===== config.mk =====
export PLATFORM = sky130hd
export DESIGN_NAME = i2c_init_sequencer
export DESIGN_NICKNAME = d
export VERILOG_FILES = /design/src/rtl/i2c_init_sequencer.sv
export SDC_FILE = /design/constraint.sdc
export NUM_CORES = 1
export LEC_CHECK = 0
export BUFFER_PORTS_ARGS = -buffer_cell sky130_fd_sc_hd__buf_2
export CAP_MARGIN = 20
export CORE_ASPECT_RATIO = 0.5
export CORE_UTILIZATION = 55
export CTS_BUF_LIST = sky130_fd_sc_hd__clkbuf_16
export DETAILED_ROUTE_END_ITERATION = 8
export PLACE_DENSITY_LB_ADDON = 0.25
export REMOVE_ABC_BUFFERS = 1
export SYNTH_ARGS = -nofsm -noshare
export SYNTH_HDL_FRONTEND = slang
export SYNTH_SLANG_ARGS = --single-unit

===== constraint.sdc =====
create_clock -name clk_50 -period 4.5 [get_ports clk_50]
set_clock_uncertainty 0.1 [all_clocks]
set_input_delay 0.9 -clock clk_50 [delete_from_list [all_inputs] [get_ports clk_50]]
set_output_delay 0.9 -clock clk_50 [all_outputs]
set_load 0.02 [all_outputs]

===== src/rtl/i2c_init_sequencer.sv =====
// Register-initialisation sequencer that feeds the DE2-115 I2C master one single-byte write per table entry.
// Optional read-back verification is compiled in when I2C_INIT_VERIFY_EN is defined.
module i2c_init_sequencer #(
    parameter logic [6:0] DEV_ADDR      = 7'h20,
    parameter int         NUM_REGS      = 16,
    parameter int         STARTUP_DELAY = 50000,
    parameter int         REQ_TIMEOUT   = 4096
) (
    input  logic        clk_50,
    input  logic        reset_n,
    input  logic        start,
    output logic        seq_busy,
    output logic        done,
    output logic        error,
    output logic [7:0]  tbl_index,
    input  logic [15:0] tbl_data,
    output logic        i2c_request,
    output logic        i2c_wr,
    output logic [7:0]  i2c_length,
    output logic [6:0]  i2c_address,
    output logic [7:0]  i2c_sub_address,
    output logic [7:0]  i2c_tx,
    input  logic        i2c_busy,
    input  logic        i2c_de,
    input  logic [7:0]  i2c_rx
`ifdef I2C_INIT_VERIFY_EN
    ,
    output logic [7:0]  err_count
`endif
);

    localparam int DW = (STARTUP_DELAY > 1) ? $clog2(STARTUP_DELAY) : 1;
    localparam int TW = $clog2(REQ_TIMEOUT + 1);
    localparam logic [DW-1:0] DLY_LAST = DW'(STARTUP_DELAY - 1);
    localparam logic [TW-1:0] TMO_LIM  = TW'(REQ_TIMEOUT);
    localparam logic [7:0]    LAST_IDX = 8'(NUM_REGS - 1);

    typedef enum logic [3:0] {
        S_IDLE, S_DELAY, S_LOAD1, S_LOAD2, S_REQ, S_WAIT_LO, S_NEXT,
        S_DONE, S_ERROR, S_VREQ, S_VLO, S_CHECK
    } state_e;

    state_e        state_q, state_d;
    logic [DW-1:0] dly_q, dly_d;
    logic [TW-1:0] tmo_q, tmo_d;
    logic [7:0]    idx_q, idx_d;
    logic [7:0]    sub_q, sub_d;
    logic [7:0]    tx_q, tx_d;
    logic          wr_q, wr_d;
    logic          done_q, done_d;
    logic          err_q, err_d;
    logic          busy_q;
    logic          verr;

`ifdef I2C_INIT_VERIFY_EN
    logic       de_q, de_prev_q;
    logic [7:0] rx_q;
    logic [7:0] cap_q, cap_d;
    logic [7:0] errcnt_q, errcnt_d;
    assign verr      = (errcnt_q != 8'd0);
    assign err_count = errcnt_q;
`else
    logic unused_in;
    assign unused_in = ^{i2c_de, i2c_rx};
    assign verr      = 1'b0;
`endif

    always_ff @(posedge clk_50 or negedge reset_n) begin
        if (!reset_n) begin
            state_q <= S_IDLE;
            dly_q   <= '0;
            tmo_q   <= '0;
            idx_q   <= 8'd0;
            sub_q   <= 8'd0;
            tx_q    <= 8'd0;
            wr_q    <= 1'b0;
            done_q  <= 1'b0;
            err_q   <= 1'b0;
            busy_q  <= 1'b0;
`ifdef I2C_INIT_VERIFY_EN
            de_q      <= 1'b0;
            de_prev_q <= 1'b0;
            rx_q      <= 8'd0;
            cap_q     <= 8'd0;
            errcnt_q  <= 8'd0;
`endif
        end else begin
            state_q <= state_d;
            dly_q   <= dly_d;
            tmo_q   <= tmo_d;
            idx_q   <= idx_d;
            sub_q   <= sub_d;
            tx_q    <= tx_d;
            wr_q    <= wr_d;
            done_q  <= done_d;
            err_q   <= err_d;
            busy_q  <= i2c_busy;
`ifdef I2C_INIT_VERIFY_EN
            de_q      <= i2c_de;
            de_prev_q <= de_q;
            rx_q      <= i2c_rx;
            cap_q     <= cap_d;
            errcnt_q  <= errcnt_d;
`endif
        end
    end

    always_comb begin
        state_d = state_q;
        dly_d   = dly_q;
        tmo_d   = tmo_q;
        idx_d   = idx_q;
        sub_d   = sub_q;
        tx_d    = tx_q;
        wr_d    = wr_q;
        done_d  = done_q;
        err_d   = err_q;
`ifdef I2C_INIT_VERIFY_EN
        cap_d    = cap_q;
        errcnt_d = errcnt_q;
`endif
        case (state_q)
            S_IDLE, S_DONE, S_ERROR: begin
                if (start) begin
                    done_d  = 1'b0;
                    err_d   = 1'b0;
                    idx_d   = 8'd0;
                    dly_d   = '0;
                    state_d = S_DELAY;
`ifdef I2C_INIT_VERIFY_EN
                    errcnt_d = 8'd0;
`endif
                end
            end
            S_DELAY: begin
                if (dly_q == DLY_LAST) state_d = S_LOAD1;
                else                   dly_d   = dly_q + DW'(1);
            end
            S_LOAD1: state_d = S_LOAD2;
            S_LOAD2: begin
                // ROM word is valid now: one cycle after tbl_index was presented
                sub_d = tbl_data[15:8];
                tx_d  = tbl_data[7:0];
                wr_d  = 1'b1;
                if (tbl_data == 16'hFFFF) begin
                    done_d  = 1'b1;
                    err_d   = verr;
                    state_d = S_DONE;
                end else begin
                    tmo_d   = '0;
                    state_d = S_REQ;
                end
            end
            S_REQ: begin
                if (busy_q) begin
                    tmo_d   = '0;
                    state_d = S_WAIT_LO;
                end else if (tmo_q == TMO_LIM) begin
                    err_d   = 1'b1;
                    state_d = S_ERROR;
                end else tmo_d = tmo_q + TW'(1);
            end
            S_WAIT_LO: begin
                if (!busy_q) begin
`ifdef I2C_INIT_VERIFY_EN
                    wr_d    = 1'b0;
                    tmo_d   = '0;
                    state_d = S_VREQ;
`else
                    state_d = S_NEXT;
`endif
                end else if (tmo_q == TMO_LIM) begin
                    err_d   = 1'b1;
                    state_d = S_ERROR;
                end else tmo_d = tmo_q + TW'(1);
            end
            S_NEXT: begin
                if (idx_q == LAST_IDX) begin
                    done_d  = 1'b1;
                    err_d   = verr;
                    state_d = S_DONE;
                end else begin
                    idx_d   = idx_q + 8'd1;
                    state_d = S_LOAD1;
                end
            end
`ifdef I2C_INIT_VERIFY_EN
            S_VREQ: begin
                if (busy_q) begin
                    tmo_d   = '0;
                    state_d = S_VLO;
                end else if (tmo_q == TMO_LIM) begin
                    err_d   = 1'b1;
                    state_d = S_ERROR;
                end else tmo_d = tmo_q + TW'(1);
            end
            S_VLO: begin
                if (de_q && !de_prev_q) cap_d = rx_q;
                if (!busy_q) state_d = S_CHECK;
                else if (tmo_q == TMO_LIM) begin
                    err_d   = 1'b1;
                    state_d = S_ERROR;
                end else tmo_d = tmo_q + TW'(1);
            end
            S_CHECK: begin
                // mismatches are tallied only; the walk carries on
                if (cap_q != tx_q && errcnt_q != 8'hFF) errcnt_d = errcnt_q + 8'd1;
                state_d = S_NEXT;
            end
`endif
            default: state_d = S_IDLE;
        endcase
    end

    assign seq_busy        = !(state_q == S_IDLE || state_q == S_DONE || state_q == S_ERROR);
    assign done            = done_q;
    assign error           = err_q;
    assign tbl_index       = idx_q;
    assign i2c_request     = (state_q == S_REQ) || (state_q == S_VREQ);
    assign i2c_wr          = wr_q;
    assign i2c_length      = 8'd1;
    assign i2c_address     = DEV_ADDR;
    assign i2c_sub_address = sub_q;
    assign i2c_tx          = tx_q;

endmodule


=== Yosys cells after proc, flatten, opt, wreduce, memory -nomap -nowiden ===
Index checks and enable logic that the tools add are counted.

* Register bits after elaboration: 61
* Bits of input ports: 29
* Output and inout port bits: 44
* Logic and storage cells: 81

* Add/subtract/negate cells: 3
* Equal/unequal tests: 22
* Mux-type cells: 29
* Reductions and logical operators: 17

{| class="wikitable"
|+ Operators by type and width
! cell !! count
|-
| 13-bit 2-to-1 mux || 4
|-
| 13-bit one-hot mux with 3 select lines || 1
|-
| 16-bit == test (second input constant) || 2
|-
| 16-bit 2-to-1 mux || 2
|-
| 16-bit one-hot mux with 2 select lines || 1
|-
| 4-bit one-hot mux with 7 select lines || 1
|-
| 4-bit 2-to-1 mux || 5
|-
| 2-bit inequality test (second input constant) || 9
|-
| 16-bit by 1-bit adder with 16-bit output (second input constant) || 1
|-
| 4-bit by 3-bit == test with 1-bit output (second input constant) || 4
|-
| 8-bit 2-to-1 mux || 2
|-
| 8-bit one-hot mux with 2 select lines || 1
|-
| 13-bit by 1-bit adder with 13-bit output (second input constant) || 1
|-
| 13-bit == test (second input constant) || 1
|-
| 3-bit AND reduction || 3
|-
| 8-bit by 1-bit adder with 8-bit output (second input constant) || 1
|-
| 4-bit by 2-bit == test with 1-bit output (second input constant) || 2
|-
| 4-bit == test (second input constant) || 2
|-
| 8-bit by 4-bit == test with 1-bit output (second input constant) || 1
|-
| 1-bit 2-to-1 mux || 8
|-
| 6-bit AND reduction || 1
|-
| 3-bit nonzero test || 2
|-
| 1-bit one-hot mux with 5 select lines || 1
|-
| 5-bit nonzero test || 1
|-
| 11 further kinds || 14
|}

=== Depth between registers and ports, before layout ===
Gate-level depths: netlist of the first run.

* Word-level depth: 4
* Mapped depth: 7
* Gate-level depth less buffers: 7

=== Worst setup path before layout of the first run ===
OpenSTA, ideal clock, no wires.

* Path type: input port to flip-flop
* From: in tbl_data[15]
* To: reg tmo_q[6]
* Setup time: 103 ps
* Arrival: 2245 ps
* Required time: 4297 ps
* Path slack: 2052 ps
* Stages on the path: 6
* Buffers on the path: 1
* Cells stage by stage: nand4_1 or4_1 o311ai_2 buf_2 o21ai_0 o41ai_2

* Word-level cells in the longest chain between the ends: 3

{| class="wikitable"
|+ RTL lines
! item !! RTL line !! RTL
|-
| from (decl) || 16 || <nowiki>input logic [15:0] tbl_data,</nowiki>
|-
| 16-bit == test || 145 || <nowiki>if (tbl_data == 16'hFFFF) begin</nowiki>
|-
| 2-bit inequality test (no line) || n/a ||
|-
| 3-bit AND reduction (no line) || n/a ||
|-
| to (signal assigned) || 90 || <nowiki>tmo_q <= tmo_d;</nowiki>
|-
| to (decl) || 45 || <nowiki>logic [TW-1:0] tmo_q, tmo_d;</nowiki>
|}

No other way between the ends.
A chain may end at the register's enable or synchronous reset.

=== Final worst setup path of the first run ===
* From: reg state_q[2]
* To: out i2c_request

* Word-level cells in the longest chain between the ends: 2
* Elaborated cells on any way between the ends: 3
* Those cells by class: eq/ne: 2; reduce/logical: 1

{| class="wikitable"
|+ RTL lines
! item !! RTL line !! RTL
|-
| from (decl) || 43 || <nowiki>state_e state_q, state_d;</nowiki>
|-
| from (signal assigned) || 88 || <nowiki>state_q <= state_d;</nowiki>
|-
| 4-bit by 3-bit == test with 1-bit output / 4-bit == test (equally long branches) || 219 || <nowiki>assign i2c_request = (state_q == S_REQ) || (state_q == S_VREQ);</nowiki>
|-
| 1-bit logical OR * || 219 ||
|-
| to (decl) || 17 || <nowiki>output logic i2c_request,</nowiki>
|}

Mark *: on every way between the ends. The rest lies on a longest branch, timed or not.

==> results.md, run 1 <==
* Num rows at 19
* Post-layout min period at 2860 ps
* Status: finished with violations
* CTS resizes at 0
* Setup crit end kind: primary output
* Fin. Hold Viols at 0
* Sink Count at 61
* Mean Syn Cell Area at 9.78 µm²
* Worst Setup Path Type: reg -> out
* Layout cell share with drive strength beyond 1 at 23.3%
* H-Tree Depth at 3
* Top_reg_cell synth: dfrtp_1
* Syn Inst Count at 342
* Skew-Pair Late Insertion Delay at 320 ps
* Distinct cells, synth at 56
* Slew HR at 38.7%
* Die Span Y at 57.2 µm
* Worst EP required at 3500 ps
* Setup violations, final at 0
* Final ANT Viol Nets at 0
* Leak at 1.72 nW
* Vias at 2744
* Total core area at 0.00566 mm²
* Commonest non-fill, non-tap cell in the layout: dfrtp_1
* Design area at 0.00385 mm²
* Fmax at 350 MHz
* P&R area growth vs syn at 15.0%
* Antenna cells at 0
* Placer congestion estimate at 0.873
* Fin nets at 419
* Clk buf depth at 2
* Total congestion overflow at 0
* Number of fill cells at 454
* Max-slew violation count at 0
* Multi-input gate area at 0.00165 mm²
* Placement Cell Area at 0.00355 mm²
* Post-cts hold buffer count at 0
* Final period util at 63.5%
* Yosys synthesis warning count at 0
* Gr usage total at 23.2%
* Final WS setup at 1640 ps
* First-pass GRT wire length at 11700 µm
* Port Buffers at 48
* Wire per inst at 15.1 µm
* Number of max-cap violations at 0
* EDFF count, synth at 0
* VDD IR max at 470 µV
* Sum Neg Setup Slack at 0 ps
* Tightest Pin Transition at 917 ps
* Vias in the first global route at 2563
* Root buf cell: clkbuf_16
* Synth Cell Area at 0.00335 mm²
* Residual DRC at 5
* Register area at 0.00153 mm²
* Clock-pin transition on the worst setup and hold timing paths at 50 ps
* Pre-CTS WS at 1450 ps
* Total die area at 0.00642 mm²
* Post-synthesis sequential area ratio at 45.6%
* Reg2reg path depth at 5
* Detail Placement HPWL at 4810 µm
* Commonest non-fill, non-tap cells in the layout: dfrtp_1 (61), buf_2 (48), o21ai_0 (28), nor2_1 (27)
* TritonCTS clock tree: yes
* Worst hold path type: reg -> reg
* Crit start category: register
* Initial Util at 59.1%
* Post-synthesis register bit count at 61
* Via-to-Cell Ratio at 5.91
* TritonCTS Buffers at 9
* Die X at 112 µm
* P per Cell Area at 584 mW/mm²
* Ports at 73
* Worst hold path depth at 1
* Initial antenna violation count at 0
* Largest net degree at the start of global routing at 34
* Post-CTS Setup Bufs at 0
* Failing checks: DRC
* RSZ-0062 raised after global routing: false
* WL final at 7020 µm
* 1st-pass router iterations at 6
* Critical Path AT at 1860 ps
* FFs w/ async S/R, synth at 100%
* CP Max Fanout at 18
* DRT iter0 DRCs at 140
-- through the flow --
stage,instances,hold WS (ps),util (%),total power (W)
after floorplan,324,340,-,0.00134
after global placement,447,348,62.8,0.00154
after detailed placement,447,359,62.8,0.00158
after CTS,463,370,67.8,0.00225
after global routing,464,392,68.0,0.00236
final,464,373,68.0,0.00225
-- critical path, cell delays in order, from the launching register on --
cell	delay, ps
dfrtp_1	710
nor2b_1	360
nand2b_1	110
a21oi_1	160
buf_2	190
-- Yosys cell counts, drive strengths merged (2+ instances only) --
| cell | number | share of area (%) |
|---|---|---|
| or3 | 7 | 1.3 |
| ha | 4 | 1.5 |
| xnor2 | 5 | 1.3 |
| nand2 | 18 | 2.0 |
| nor2b | 4 | 0.75 |
| or2 | 2 | 0.45 |
| and2 | 2 | 0.37 |
| o211ai | 7 | 1.6 |
| xor2 | 8 | 2.1 |
| o21bai | 2 | 0.45 |
| nor3 | 6 | 1.0 |
| clkbuf | 10 | 1.1 |
| nand3b | 2 | 0.45 |
| o21ai | 30 | 4.5 |
| nor4b | 2 | 0.71 |
| inv | 8 | 0.90 |
| o31ai | 6 | 1.3 |
| o22ai | 2 | 0.56 |
| nor2 | 27 | 3.0 |
| a31oi | 8 | 1.5 |
| o41ai | 4 | 1.5 |
| a21oi | 11 | 1.6 |
| dfrtp | 61 | 46 |
| buf | 21 | 4.5 |
| nand4 | 9 | 1.9 |
| and3 | 6 | 1.1 |
| or4 | 4 | 0.90 |
| nand3 | 18 | 2.7 |
| nor4 | 5 | 0.93 |
| conb | 2 | 0.22 |
| mux2 | 17 | 5.7 |
| nand2b | 10 | 2.3 |
-- kinds of logic after synthesis --
| kind of cell | Yosys count | share of synthesized area [%] |
|---|---|---|
| fa+ha+maj | 4 | 1.50 |
| xor+xnor | 13 | 3.40 |
| mux | 17 | 5.72 |
| compound gates | 79 | 15.6 |
| buf+inv | 39 | 6.54 |
| simple gates | 127 | 21.4 |
| other cells | 2 | 0.224 |
| flops | 61 | 45.6 |
-- flip-flops by register name, summed over array words and instances, names as in the netlist --
signal	count
dly_q	16
state_q	4
tmo_q	13
error	1
done	1
i2c_wr	1
busy_q	1
i2c_tx	8
tbl_index	8
i2c_sub_address	8
-- path summary, 6_finish.rpt --
kind / from / endpoint / slack [ps]
min in group asynchronous: reset_n / tmo_q[1] / 550
min reg2reg: i2c_wr / i2c_wr / 370
max: state_q[2] / i2c_request / 1640
min: i2c_wr / i2c_wr / 370
max in group asynchronous: reset_n / dly_q[8] / 2890
max reg2reg: state_q[0] / tmo_q[3] / 1980
-- where the power goes --
part           internal [W]  switching, W
sequential         0.000675      0.000144
clock              0.000419      0.000234
combinational      0.000322      0.000452
total               0.00142      0.000830
-- per-layer routing --
layer | track usage (%) | routed length (µm)
met2 | 38.6 | 3290
met4 | 6.29 | 70
met1 | 30.4 | 3300
met3 | 6.48 | 348
met5 | 0 | 0
-- final cells by class --
class | instances | area share [%]
Multi-Input combinational cell | 255 | 42.9
Sequential cell | 61 | 39.7
Timing Repair Buffer | 51 | 6.93
Clock buffer | 9 | 5.86
Tap cell | 73 | 2.37
Clock inverter | 7 | 1.50
Inverter | 8 | 0.781
No activity file was read; power rests on OpenSTA's default activity.
==> inputs of run 2 (changes only) <==
--- a/config.mk
+++ b/config.mk
@@ -8,7 +8,7 @@
 export BUFFER_PORTS_ARGS = -buffer_cell sky130_fd_sc_hd__buf_2
 export CAP_MARGIN = 20
 export CORE_ASPECT_RATIO = 0.5
-export CORE_UTILIZATION = 55
+export CORE_UTILIZATION = 54
 export CTS_BUF_LIST = sky130_fd_sc_hd__clkbuf_16
 export DETAILED_ROUTE_END_ITERATION = 8
 export PLACE_DENSITY_LB_ADDON = 0.25
==> constraint.sdc (replaced) <==
create_clock -name clk_50 -period 2.8 [get_ports clk_50]
set_clock_uncertainty 0.1 [all_clocks]
set_input_delay 0.56 -clock clk_50 [delete_from_list [all_inputs] [get_ports clk_50]]
set_output_delay 0.56 -clock clk_50 [all_outputs]
set_load 0.02 [all_outputs]
==> run 2 against run 1 <==
Effect of this change: the run now ends clean; wire length about the same; critical path depth unchanged; setup slack got worse by 1300 ps; combinational power increased by 68%; core utilization increased by 0.42 points; global-route usage increased by 0.53 points; clock power increased by 79%; final cell count increased by 3.2%; first-iteration DRC count increased by 24%; flip-flop and latch count unchanged; power increased by 67%; non-clock buffer count increased by 4.
==> results.md, run 2 (synthesis results as in run 1) <==
* First-pass GRT wire length at 11900 µm (was 11700 µm)
* Detail Placement HPWL at 4840 µm (was 4810 µm)
* Ports at 73 (unchanged)
* Vias at 2796 (was 2744)
* Sequential share of power at 34.2% (was 36.5%)
* Initial Util at 58.4% (was 59.1%)
* Clk buf depth at 2 (unchanged)
* Fin nets at 423 (was 419)
* Number of fill cells at 427 (was 454)
* VDD IR max at 697 µV (was 470 µV)
* Total core area at 0.00573 mm² (was 0.00566 mm²)
* Post-layout min period at 2480 ps
* Setup crit end kind: primary output (unchanged)
* Commonest non-fill, non-tap cells in the layout: dfrtp_1 (61), buf_2 (48), o21ai_0 (28), nor2_1 (27) (unchanged)
* Register area at 0.00153 mm² (unchanged)
* Crit path cell chain: nor2b_1 -> nand2b_1 -> a21oi_1 -> buf_2 (unchanged)
* CTS resizes at 0 (unchanged)
* Die Span Y at 57.7 µm (was 57.2 µm)
* CP Max Fanout at 18 (unchanged)
* Final ANT Viol Nets at 0 (unchanged)
* Skew-Pair Late Insertion Delay at 330 ps (was 320 ps)
* Fin. Hold Viols at 0 (unchanged)
* Multi-input gate area at 0.00165 mm² (unchanged)
* Logic pwr share at 34.7% (was 34.5%)
* R2R Setup Slk at 510 ps (was 1980 ps)
* 1st-pass router iterations at 4 (was 6)
* Number of max-cap violations at 0 (unchanged)
* Post-cts hold buffer count at 0 (unchanged)
* WL final at 7020 µm (about the same)
* Crit start category: register (unchanged)
* Status: complete, no violations (was finished with violations)
* Worst Setup Path Type: reg -> out (unchanged)
* Largest regs: dly_q: 16 flops, tmo_q: 13 flops (unchanged)
* P_int at 0.00239 W (was 0.00142 W)
* Sink Count at 61 (unchanged)
* Slew HR at 44.8% (was 38.7%)
* Max-slew violation count at 0 (unchanged)
* Final period util at 88.7%
* Worst hold path type: in -> async (was reg -> reg)
* Gr usage total at 23.7% (was 23.2%)
* Largest net degree at the start of global routing at 39 (was 34)
* Sum Neg Setup Slack at 0 ps (unchanged)
* P per Cell Area at 955 mW/mm² (was 584 mW/mm²)
* Worst EP required at 2140 ps (was 3500 ps)
* Largest stage delay on the critical path at 700 ps (was 710 ps)
* Pre-CTS WS at 472 ps (was 1450 ps)
* Vias in the first global route at 2606 (was 2563)
* Setup violations, final at 0 (unchanged)
* Clock-pin transition on the worst setup and hold timing paths at 50 ps (about the same)
* TritonCTS Buffers at 9 (unchanged)
* Root buf cell: clkbuf_16 (unchanged)
* RSZ-0062 raised after global routing: false (unchanged)
* DRT iter0 DRCs at 173 (was 140)
* Switching Fraction at 36.0% (was 37.0%)
* Final WS setup at 316 ps (was 1640 ps)
* Clock share of power at 31.2% (was 29.1%)
* TritonCTS clock tree: yes (unchanged)
* H-Tree Depth at 3 (unchanged)
* Max reg flops at 16 (unchanged)
* Residual DRC at 0 (was 5)
* Leak at 1.75 nW (was 1.72 nW)
* Post-CTS Setup Bufs at 0 (unchanged)
* Worst path slowest cell: dfrtp_1 (unchanged)
* Fmax at 403 MHz
* Wire per inst at 14.7 µm (was 15.1 µm)
* Commonest non-fill, non-tap cell in the layout: dfrtp_1 (unchanged)
* Psw at 0.00135 W (was 0.000830 W)
* Initial antenna violation count at 0 (unchanged)
* Total congestion overflow at 0 (unchanged)
* Num rows at 19 (unchanged)
* Layout cell share with drive strength beyond 1 at 24.8% (was 23.3%)
* P&R area growth vs syn at 17.1% (was 15.0%)
* Total die area at 0.00653 mm² (was 0.00642 mm²)
* Port Buffers at 48 (unchanged)
* Die X at 113 µm (was 112 µm)
* Tightest Pin Transition at 828 ps (was 917 ps)
* Antenna cells at 0 (unchanged)
* Critical Path AT at 1820 ps (was 1860 ps)
* Placer congestion estimate at 0.864 (was 0.873)
* Via-to-Cell Ratio at 5.84 (was 5.91)
* Top reg by flops: dly_q (unchanged)
[run 2: per-layer routing]
metal  global-route usage, %  up-vias  wire length [µm]
met3                    7.32        8               395
met5                       0        -                 0
met4                    11.3        0                90
met1                    30.3     1368              3180
li1                        -     1325                 -
met2                    37.8       95              3360
[run 2: worst max-delay path: cells and delay by family (launching register included)]
family | cells | cell delay (ps)
AO/OA/AOI/OAI | 1 | 150
buffers and inverters | 1 | 190
flip-flops | 1 | 700
AND/OR/NAND/NOR | 2 | 450
[run 2: final cells by class]
class                   count  area share [%]
clock inverters             7            2.30
inverters                   8           0.766
clock buffers               9            5.75
well taps                  84            2.68
multi-input cells         255            42.1
flip-flops and latches     61            39.0
repair buffers             55            7.47
[run 2: worst paths after layout]
| path | to | cells after the start | start |
|---|---|---|---|
| setup reg to reg | tmo_q[3] | 6 | state_q[1] |
| setup / recovery | i2c_request | 4 | state_q[2] |
| min in group clk_50 | busy_q | 1 | i2c_busy |
| max in group asynchronous | tmo_q[6] | 2 | reset_n |
| hold reg to reg | i2c_wr | 1 | i2c_wr |
| hold / removal | tbl_index[7] | 1 | reset_n |
[run 2: power by group through the flow]
stage | clock network, W | registers [W] | logic (W)
global placement | 0 | 0.00127 | 0.00124
detailed placement | 0 | 0.00129 | 0.00129
CTS | 0.00119 | 0.00127 | 0.00130
finish | 0.00117 | 0.00128 | 0.00130
global route | 0.00123 | 0.00131 | 0.00141
floorplan | 0 | 0.00144 | 0.000710
[run 2: metrics by stage]
step	cells	utilization, %	area (µm²)	hold WS (ps)	power, W
2_1_floorplan	324	-	3210	164	0.00215
3_3_place_gp	463	62.9	3600	348	0.00251
3_5_place_dp	463	62.9	3600	354	0.00257
4_1_cts	479	68.4	3920	223	0.00376
5_1_grt	479	68.4	3920	224	0.00395
6_report	479	68.4	3920	225	0.00374
